--- src/rtl/pio_cfg_loader.sv ---
// -----------------------------------------------------------------------------
// pio_cfg_loader
//
// Sequencer that sits directly in front of the pio configuration port. On a
// start pulse it streams a program image out of a synchronous instruction
// RAM as back-to-back INSTR writes. It then issues the PEND (exec_ctrl/wrap),
// DIV and GRPS writes, optionally an EN write, and returns the bus to NONE.
// This replaces hand-sequenced host writes at bring-up.
//
// Parameters
//   MAX_LEN      instruction memory depth; a plen above this is rejected
//   ENABLE_AFTER 1: finish the sequence with an EN action, 0: skip EN
//
// Ports
//   clk         in   system clock
//   reset       in   asynchronous active-high reset
//   start       in   one-cycle load request, only honoured while idle
//   abort       in   cancel a load in progress
//   plen[5:0]   in   program length in instructions (1..MAX_LEN)
//   cfg_mindex  in   target state machine
//   exec_ctrl   in   data for the PEND action
//   div[23:0]   in   fractional clock divider for the DIV action
//   pin_grps    in   data for the GRPS action
//   en_mask     in   data for the EN action (zero-extended)
//   prog_addr   out  instruction RAM read address
//   prog_data   in   RAM read data, valid the cycle after prog_addr
//   action      out  pio action: NONE=0 INSTR=1 PEND=2 GRPS=5 EN=6 DIV=7
//   index       out  pio instruction slot
//   mindex      out  pio state machine select
//   din         out  pio action data
//   busy        out  high while a load is in progress
//   done        out  one-cycle pulse on successful completion
//   err         out  one-cycle pulse when start is rejected for a bad plen
//
// Every output comes straight from a register.
// -----------------------------------------------------------------------------
module pio_cfg_loader #(
    parameter int MAX_LEN      = 32,
    parameter int ENABLE_AFTER = 1
) (
    input  logic        clk,
    input  logic        reset,
    input  logic        start,
    input  logic        abort,
    input  logic [5:0]  plen,
    input  logic [1:0]  cfg_mindex,
    input  logic [31:0] exec_ctrl,
    input  logic [23:0] div,
    input  logic [31:0] pin_grps,
    input  logic [3:0]  en_mask,
    output logic [4:0]  prog_addr,
    input  logic [15:0] prog_data,
    output logic [3:0]  action,
    output logic [4:0]  index,
    output logic [1:0]  mindex,
    output logic [31:0] din,
    output logic        busy,
    output logic        done,
    output logic        err
);

    // pio action encodings
    localparam logic [3:0] ACT_NONE  = 4'd0;
    localparam logic [3:0] ACT_INSTR = 4'd1;
    localparam logic [3:0] ACT_PEND  = 4'd2;
    localparam logic [3:0] ACT_GRPS  = 4'd5;
    localparam logic [3:0] ACT_EN    = 4'd6;
    localparam logic [3:0] ACT_DIV   = 4'd7;

    localparam logic [6:0] MAX_LEN_W = 7'(MAX_LEN);

    // Each state names the action that will be placed on the bus at the
    // next clock edge; the output registers therefore always show the
    // action belonging to the previous state.
    typedef enum logic [2:0] {
        S_IDLE,
        S_FETCH,
        S_INSTR,
        S_PEND,
        S_DIV,
        S_GRPS,
        S_EN,
        S_FIN
    } state_t;

    state_t      r_state;
    state_t      w_state_next;

    // configuration captured at start and held for the whole load
    logic [5:0]  r_plen;
    logic [31:0] r_exec;
    logic [23:0] r_div;
    logic [31:0] r_grps;
    logic [3:0]  r_en;

    // instruction counter (slot being written next)
    logic [4:0]  r_cnt;
    logic [4:0]  w_cnt_next;

    // output registers and their next values
    logic [4:0]  r_prog_addr;
    logic [4:0]  w_prog_addr_next;
    logic [3:0]  r_action;
    logic [3:0]  w_action_next;
    logic [4:0]  r_index;
    logic [4:0]  w_index_next;
    logic [1:0]  r_mindex;
    logic [1:0]  w_mindex_next;
    logic [31:0] r_din;
    logic [31:0] w_din_next;
    logic        r_busy;
    logic        w_busy_next;
    logic        r_done;
    logic        w_done_next;
    logic        r_err;
    logic        w_err_next;

    // capture strobe for the configuration registers
    logic        w_latch;

    // helpers for the instruction stream
    logic        w_plen_bad;
    logic [5:0]  w_plen_m1;
    logic [5:0]  w_addr_ahead;
    logic [4:0]  w_addr_sat;
    logic        w_last_instr;

    assign w_plen_bad   = (plen == 6'd0) || ({1'b0, plen} > MAX_LEN_W);
    assign w_plen_m1    = r_plen - 6'd1;
    assign w_last_instr = ({1'b0, r_cnt} == w_plen_m1);

    // The RAM address runs two slots ahead of the slot being emitted now
    // (one slot of read latency plus the slot emitted at the next edge).
    // It stops at the last valid slot so it never wraps past 31.
    assign w_addr_ahead = {1'b0, r_cnt} + 6'd2;
    assign w_addr_sat   = (w_addr_ahead > w_plen_m1) ? w_plen_m1[4:0]
                                                     : w_addr_ahead[4:0];

    // -------------------------------------------------------------------------
    // Next-state and next-output logic
    // -------------------------------------------------------------------------
    always_comb begin
        w_state_next     = r_state;
        w_cnt_next       = r_cnt;
        w_prog_addr_next = r_prog_addr;
        w_action_next    = ACT_NONE;
        w_index_next     = r_index;
        w_mindex_next    = r_mindex;
        w_din_next       = 32'd0;
        w_busy_next      = r_busy;
        w_done_next      = 1'b0;
        w_err_next       = 1'b0;
        w_latch          = 1'b0;

        case (r_state)
            S_IDLE: begin
                if (start) begin
                    if (w_plen_bad) begin
                        w_err_next = 1'b1;
                    end else begin
                        w_latch          = 1'b1;
                        w_mindex_next    = cfg_mindex;
                        w_prog_addr_next = 5'd0;
                        w_cnt_next       = 5'd0;
                        w_busy_next      = 1'b1;
                        w_state_next     = S_FETCH;
                    end
                end
            end

            // Address 0 is being read this cycle; present address 1 so the
            // stream is already one ahead when the first INSTR goes out.
            S_FETCH: begin
                w_prog_addr_next = (r_plen > 6'd1) ? 5'd1 : 5'd0;
                w_state_next     = S_INSTR;
            end

            S_INSTR: begin
                w_action_next    = ACT_INSTR;
                w_index_next     = r_cnt;
                w_din_next       = {16'd0, prog_data};
                w_prog_addr_next = w_addr_sat;
                if (w_last_instr) begin
                    w_state_next = S_PEND;
                end else begin
                    w_cnt_next   = r_cnt + 5'd1;
                end
            end

            S_PEND: begin
                w_action_next = ACT_PEND;
                w_din_next    = r_exec;
                w_state_next  = S_DIV;
            end

            S_DIV: begin
                w_action_next = ACT_DIV;
                w_din_next    = {8'd0, r_div};
                w_state_next  = S_GRPS;
            end

            S_GRPS: begin
                w_action_next = ACT_GRPS;
                w_din_next    = r_grps;
                w_state_next  = (ENABLE_AFTER != 0) ? S_EN : S_FIN;
            end

            S_EN: begin
                w_action_next = ACT_EN;
                w_din_next    = {28'd0, r_en};
                w_state_next  = S_FIN;
            end

            S_FIN: begin
                w_busy_next  = 1'b0;
                w_done_next  = 1'b1;
                w_state_next = S_IDLE;
            end

            default: begin
                w_busy_next  = 1'b0;
                w_state_next = S_IDLE;
            end
        endcase

        // Abort overrides whatever progression the state would have made,
        // including the final done pulse.
        if (abort && (r_state != S_IDLE)) begin
            w_state_next  = S_IDLE;
            w_action_next = ACT_NONE;
            w_din_next    = 32'd0;
            w_index_next  = r_index;
            w_busy_next   = 1'b0;
            w_done_next   = 1'b0;
        end
    end

    // -------------------------------------------------------------------------
    // State and output registers
    // -------------------------------------------------------------------------
    always_ff @(posedge clk or posedge reset) begin
        if (reset) begin
            r_state     <= S_IDLE;
            r_cnt       <= 5'd0;
            r_prog_addr <= 5'd0;
            r_action    <= ACT_NONE;
            r_index     <= 5'd0;
            r_mindex    <= 2'd0;
            r_din       <= 32'd0;
            r_busy      <= 1'b0;
            r_done      <= 1'b0;
            r_err       <= 1'b0;
        end else begin
            r_state     <= w_state_next;
            r_cnt       <= w_cnt_next;
            r_prog_addr <= w_prog_addr_next;
            r_action    <= w_action_next;
            r_index     <= w_index_next;
            r_mindex    <= w_mindex_next;
            r_din       <= w_din_next;
            r_busy      <= w_busy_next;
            r_done      <= w_done_next;
            r_err       <= w_err_next;
        end
    end

    // Configuration snapshot; only loaded on an accepted start.
    always_ff @(posedge clk or posedge reset) begin
        if (reset) begin
            r_plen <= 6'd0;
            r_exec <= 32'd0;
            r_div  <= 24'd0;
            r_grps <= 32'd0;
            r_en   <= 4'd0;
        end else if (w_latch) begin
            r_plen <= plen;
            r_exec <= exec_ctrl;
            r_div  <= div;
            r_grps <= pin_grps;
            r_en   <= en_mask;
        end
    end

    assign prog_addr = r_prog_addr;
    assign action    = r_action;
    assign index     = r_index;
    assign mindex    = r_mindex;
    assign din       = r_din;
    assign busy      = r_busy;
    assign done      = r_done;
    assign err       = r_err;

endmodule

--- config.mk ---
export PLATFORM = sky130hd
export DESIGN_NAME = pio_cfg_loader
export DESIGN_NICKNAME = d
export VERILOG_FILES = /design/src/rtl/pio_cfg_loader.sv
export SDC_FILE = /design/constraint.sdc
export NUM_CORES = 1
export LEC_CHECK = 0
export BUFFER_PORTS_ARGS = -buffer_cell sky130_fd_sc_hd__buf_4
export CAP_MARGIN = 0
export CORE_MARGIN = 1.5
export CORE_UTILIZATION = 45
export CTS_CLUSTER_DIAMETER = 100
export DETAILED_ROUTE_END_ITERATION = 8
export GPL_ROUTABILITY_DRIVEN = 0
export GPL_TIMING_DRIVEN = 0
export HOLD_SLACK_MARGIN = 0.06
export PLACE_DENSITY = 0.74
export SLEW_MARGIN = 0
export SYNTH_ARGS = -nofsm -noshare
export SYNTH_HDL_FRONTEND = slang
export SYNTH_SLANG_ARGS = --single-unit
--- constraint.sdc ---
create_clock -name clk -period 5.83 [get_ports clk]
set_input_delay 1.4575 -clock clk [delete_from_list [all_inputs] [get_ports clk]]
set_output_delay 1.4575 -clock clk [all_outputs]
set_load 0.02 [all_outputs]
==> results.env <==
WORSTPATHARRIVAL_NS=3.28
ROUTE.DETAILED.WL_PER_INST_UM=18.6
CORE_AREA_SQ_UM=14700
WORST_HOLD_PATH.NUM_CELLS=1
WORSTPATHCELLLIST='inv_1 > ha_1 > nor2b_1 > nand2b_1 > xor2_1 > ha_1 > a21o_1 > a21oi_1 > a21oi_1 > or2_2 > a22o_1'
SYNTHESIS.AREA_SQ_UM=6870
REGISTER_AREA_SHARE_AFTER_SYNTHESIS_PCT=56.8
MIN_FROM='r_grps[22]'
SYNTH_MUX_AREA_SHARE_PCT=18.9
WORST_SETUP_SP_TYPE='register'
DRV_CAP=0
CTSHTREEMAXLEVEL=4
REGTOREGSTARTPOINT='r_plen[0]'
SYNTH_COMPOUND_AREA_SHARE_PCT=9.85
WORST_PIN_SLEW_NS=0.616
MIN_DELAY_WORST_ENDPOINT='r_grps[22]'
TIMING.CRITICAL_PATH.SLOWEST_STAGE_CELL='sky130_fd_sc_hd__dfrtp_1'
POST_LAYOUT_NONFILLER_INSTANCES=923
SLEW_HEADROOM_PCT=58.9
CTS_TREE='done'
FINAL_COUNT_OF_NEGATIVE_SETUP_SLACK_ENDPOINTS=0
HOLD_CLASS='register to register'
MAXCLOCKFREQUENCY_MHz=335
SYNTH.CELLS.MOST_FREQUENT='sky130_fd_sc_hd__dfrtp_1, sky130_fd_sc_hd__mux2_2, sky130_fd_sc_hd__nor2_1, sky130_fd_sc_hd__mux2_1, sky130_fd_sc_hd__a21oi_1'
ANT_NETS=0
POST_CTS_BUFFERS=0
YOSYS_MOST_USED_DFF='sky130_fd_sc_hd__dfrtp_1'
ANTENNA_FOUND_INITIAL=0
POST_CTS.RESIZED_INSTANCES=0
LAYOUT_SETUP_WS_NS=2.85
POST_SYNTH_NUM_CELL_TYPES=51
ANTENNA_CELLS=0
POWERDENSITY_nW_PER_UM2=392
CTS_BUFFER_DEPTH=2
GRT_PASS1_VIAS=5291
EDFF_COUNT_SYNTH=0
DRT_PRE_ANTENNA_ITERS=8
POST-ROUTE-PERIOD-UTIL_PCT=51.1
SYNTH.AREA.TOP_CELLS='sky130_fd_sc_hd__dfrtp_1, sky130_fd_sc_hd__mux2_2, sky130_fd_sc_hd__mux2_1'
WORSTPATHREQUIRED_NS=6.13
WORST_REG_TO_REG_PATH_CELL_COUNT=11
ROUTED_VIA_DENSITY=5.46
INITIAL_UTILIZATION_PCT=46.8
SYN2LAYOUT_AREA_GROWTH_PCT=31.6
RUN_STATUS='finished, final reports clean'
DIE_AREA_SQ_UM=16000
CRITICAL_PATH.ENDPOINT_TYPE='register'
SYN_NETS=668
CTS_NUM_SINKS=156
NUMBER_OF_FILL_CELLS=1153
FINAL_CORE_UTILIZATION_PCT=61.5
FINAL-HOLD-VIOLATION-COUNT=0
YS_FF_LATCH=156
YOSYS.CELL_COUNT.TOP_TYPE='sky130_fd_sc_hd__dfrtp_1'
NETLIST_INSTANCES=538
GRT_USE_TOTAL_PCT=22.1
RSZ0062_AT_GRT='false'
SYNTH-ADDER-AREA-SHARE_PCT=1.82
FINALCLOCKSKEW_NS=0.00564
ROWS=44
CRITICAL_PATH.MAX_FANOUT=5
REMAINING_DRC_ERRORS=0
SYNTH_TOP_FAMILY_BY_AREA='multiplexers'
DETAILEDROUTE.FIRSTITERATIONVIOLATIONS=307
PLACE.DETAILED.INSTANCES=891
CTS_MADE_BUFFERS=17
POWER_mW=3.55
CLKLATENCYLATEPIN_NS=0.42
DETAILROUTE.VIA_COUNT=5037
MAXIMUM_VDD_IR_DROP_V=0.000229
SYNTH_XOR_XNOR_AREA_SHARE_PCT=1.26
DESIGN.FINAL.NETS=856
TIMING.CRITICAL_PATH.SLOWEST_CELL_DELAY_NS=0.43
POST_CTS_HOLD_BUFFER_COUNT=0
CHIPHEIGHT_UM=127
SYNTH-ASYNC-RESET-RATIO_PCT=100
SYN_AVG_CELL_AREA_SQ_UM=12.8
ROUTED_WIRELENGTH_UM=17200
FINAL.MIN_CLOCK_PERIOD_NS=2.98
GRT.OVERFLOW.TOTAL=0
POWER.LEAKAGE_nW=4.19
PLACEMENT.SETUP.WORST_SLACK_NS=2.42
LAYOUT-DRIVE-GT1-SHARE_PCT=40.1
SYNTH_SIMPLE_GATE_AREA_SHARE_PCT=7.54
WORSTSETUPPATHTYPE='register to register'
SYNTH_WARNINGS=0
GRT_START_MAX_NET_PINS=104
CLK_TRANSITION_REPORTED_PATHS_NS=0.06
SYNTH.LARGEST_AREA_CELL='sky130_fd_sc_hd__dfrtp_1'
DIE_SPAN_IN_X_UM=127
GLOBAL_ROUTE_WIRE_LENGTH_BEFORE_REPAIR_UM=27100
YOSYSTOPAREACELLSHARE_PCT=56.8
REG2REG_TO='prog_addr[2]'
HPWL_DETAILED_UM=12500
RRSETUPSLACK_NS=2.85
IOPINCOUNT=171
CLK_ROOT_BUFFER_CELL='sky130_fd_sc_hd__clkbuf_16'
MAXSLEWVIOLCOUNT=0
TIMING.SETUP.TNS_NS=0
IO_BUFFER_COUNT=168
-- cell families (layout without fill, tap and decap cells) --
kind of cell             count (synthesis)  in the layout
flip-flops                             156            156
multiplexers                           116            116
AND/OR/NAND/NOR                        105            105
AO/OA/AOI/OAI                           90             90
buffers and inverters                   51            252
adder cells (fa/ha/maj)                 10             10
XOR/XNOR                                 9              9
other                                    1              1
-- stage by stage --
stage / hold WS [ns] / cell area (sq um)
after global placement: 0.472 / 8360
after detailed placement: 0.482 / 8400
final: 0.491 / 9040
after CTS: 0.497 / 9040
after floorplan: 0.459 / 6870
after global routing: 0.503 / 9040
-- worst max-delay path, delay by kind of cell, from the launching register on --
kind,cells,cell delay (ns)
xor+xnor,1,0.25
simple gates,3,0.62
flops,1,0.43
buf+inv,1,0.13
fa+ha+maj,2,0.55
compound gates,4,0.89
-- report_power, final --
| group | internal (mW) | total (mW) | switching, mW |
|---|---|---|---|
| clock network | 0.762 | 1.20 | 0.441 |
| logic | 0.426 | 0.830 | 0.404 |
| registers | 1.35 | 1.51 | 0.161 |
| total | 2.54 | 3.55 | 1.01 |
-- routing by layer --
layer	vias up	GRT usage, %	part of all wire, %
li1	2315	-	-
met1	2486	26.0	40
met2	199	37.4	50
met3	37	6.45	6.6
met4	0	10.5	3.1
met5	-	0	0
-- cell type report --
type | instances | area, sq um | share of cell area [%]
buffer | 38 | 213 | 2.35
clock buffer | 18 | 429 | 4.75
clock inverter | 14 | 218 | 2.41
inverter | 13 | 53.8 | 0.595
multi-input combinational | 331 | 2710 | 29.9
sequential | 156 | 3900 | 43.2
tap | 184 | 230 | 2.55
timing repair buffer | 169 | 1290 | 14.3
-- cell usage in the layout (no fill, tap or decap), drive strengths merged, types with 3 or more instances in the layout --
| master | synthesis | final |
|---|---|---|
| nand2 | 17 | 17 |
| ha | 10 | 10 |
| a21oi | 20 | 20 |
| nor2b | 8 | 8 |
| mux2i | 7 | 7 |
| clkinvlp | 0 | 5 |
| xor2 | 4 | 4 |
| a22o | 15 | 15 |
| mux2 | 109 | 109 |
| xnor2 | 5 | 5 |
| nor3 | 7 | 7 |
| clkbuf | 18 | 36 |
| nand2b | 6 | 6 |
| dfrtp | 156 | 156 |
| a31oi | 5 | 5 |
| inv | 13 | 15 |
| nand4 | 3 | 3 |
| a22oi | 16 | 16 |
| a221oi | 8 | 8 |
| buf | 20 | 189 |
| bufinv | 0 | 5 |
| nand3 | 6 | 6 |
| o21ai | 6 | 6 |
| nor2 | 47 | 47 |
| a222oi | 12 | 12 |
-- sequential cells by signal (all words and copies together) (netlist names), 5 cells and up --
name / flops
prog_addr: 5
index: 5
r_grps: 32
din: 32
r_cnt: 5
r_plen: 6
r_div: 24
r_exec: 32
-- how the worst max path moves through the flow --
stage	start	depth (start not counted)	slack, ns	endpoint
finish	r_plen[0]	11	2.85	prog_addr[2]
global route	r_plen[0]	11	2.67	prog_addr[2]
CTS	plen[0]	8	2.86	r_grps[20]
detailed placement	plen[0]	8	2.42	r_grps[18]
global placement	reset	2	-1.35	r_div[11]
floorplan	reset	1	0.17	action[0]
Note: power is estimated with default switching activity, not from simulation.
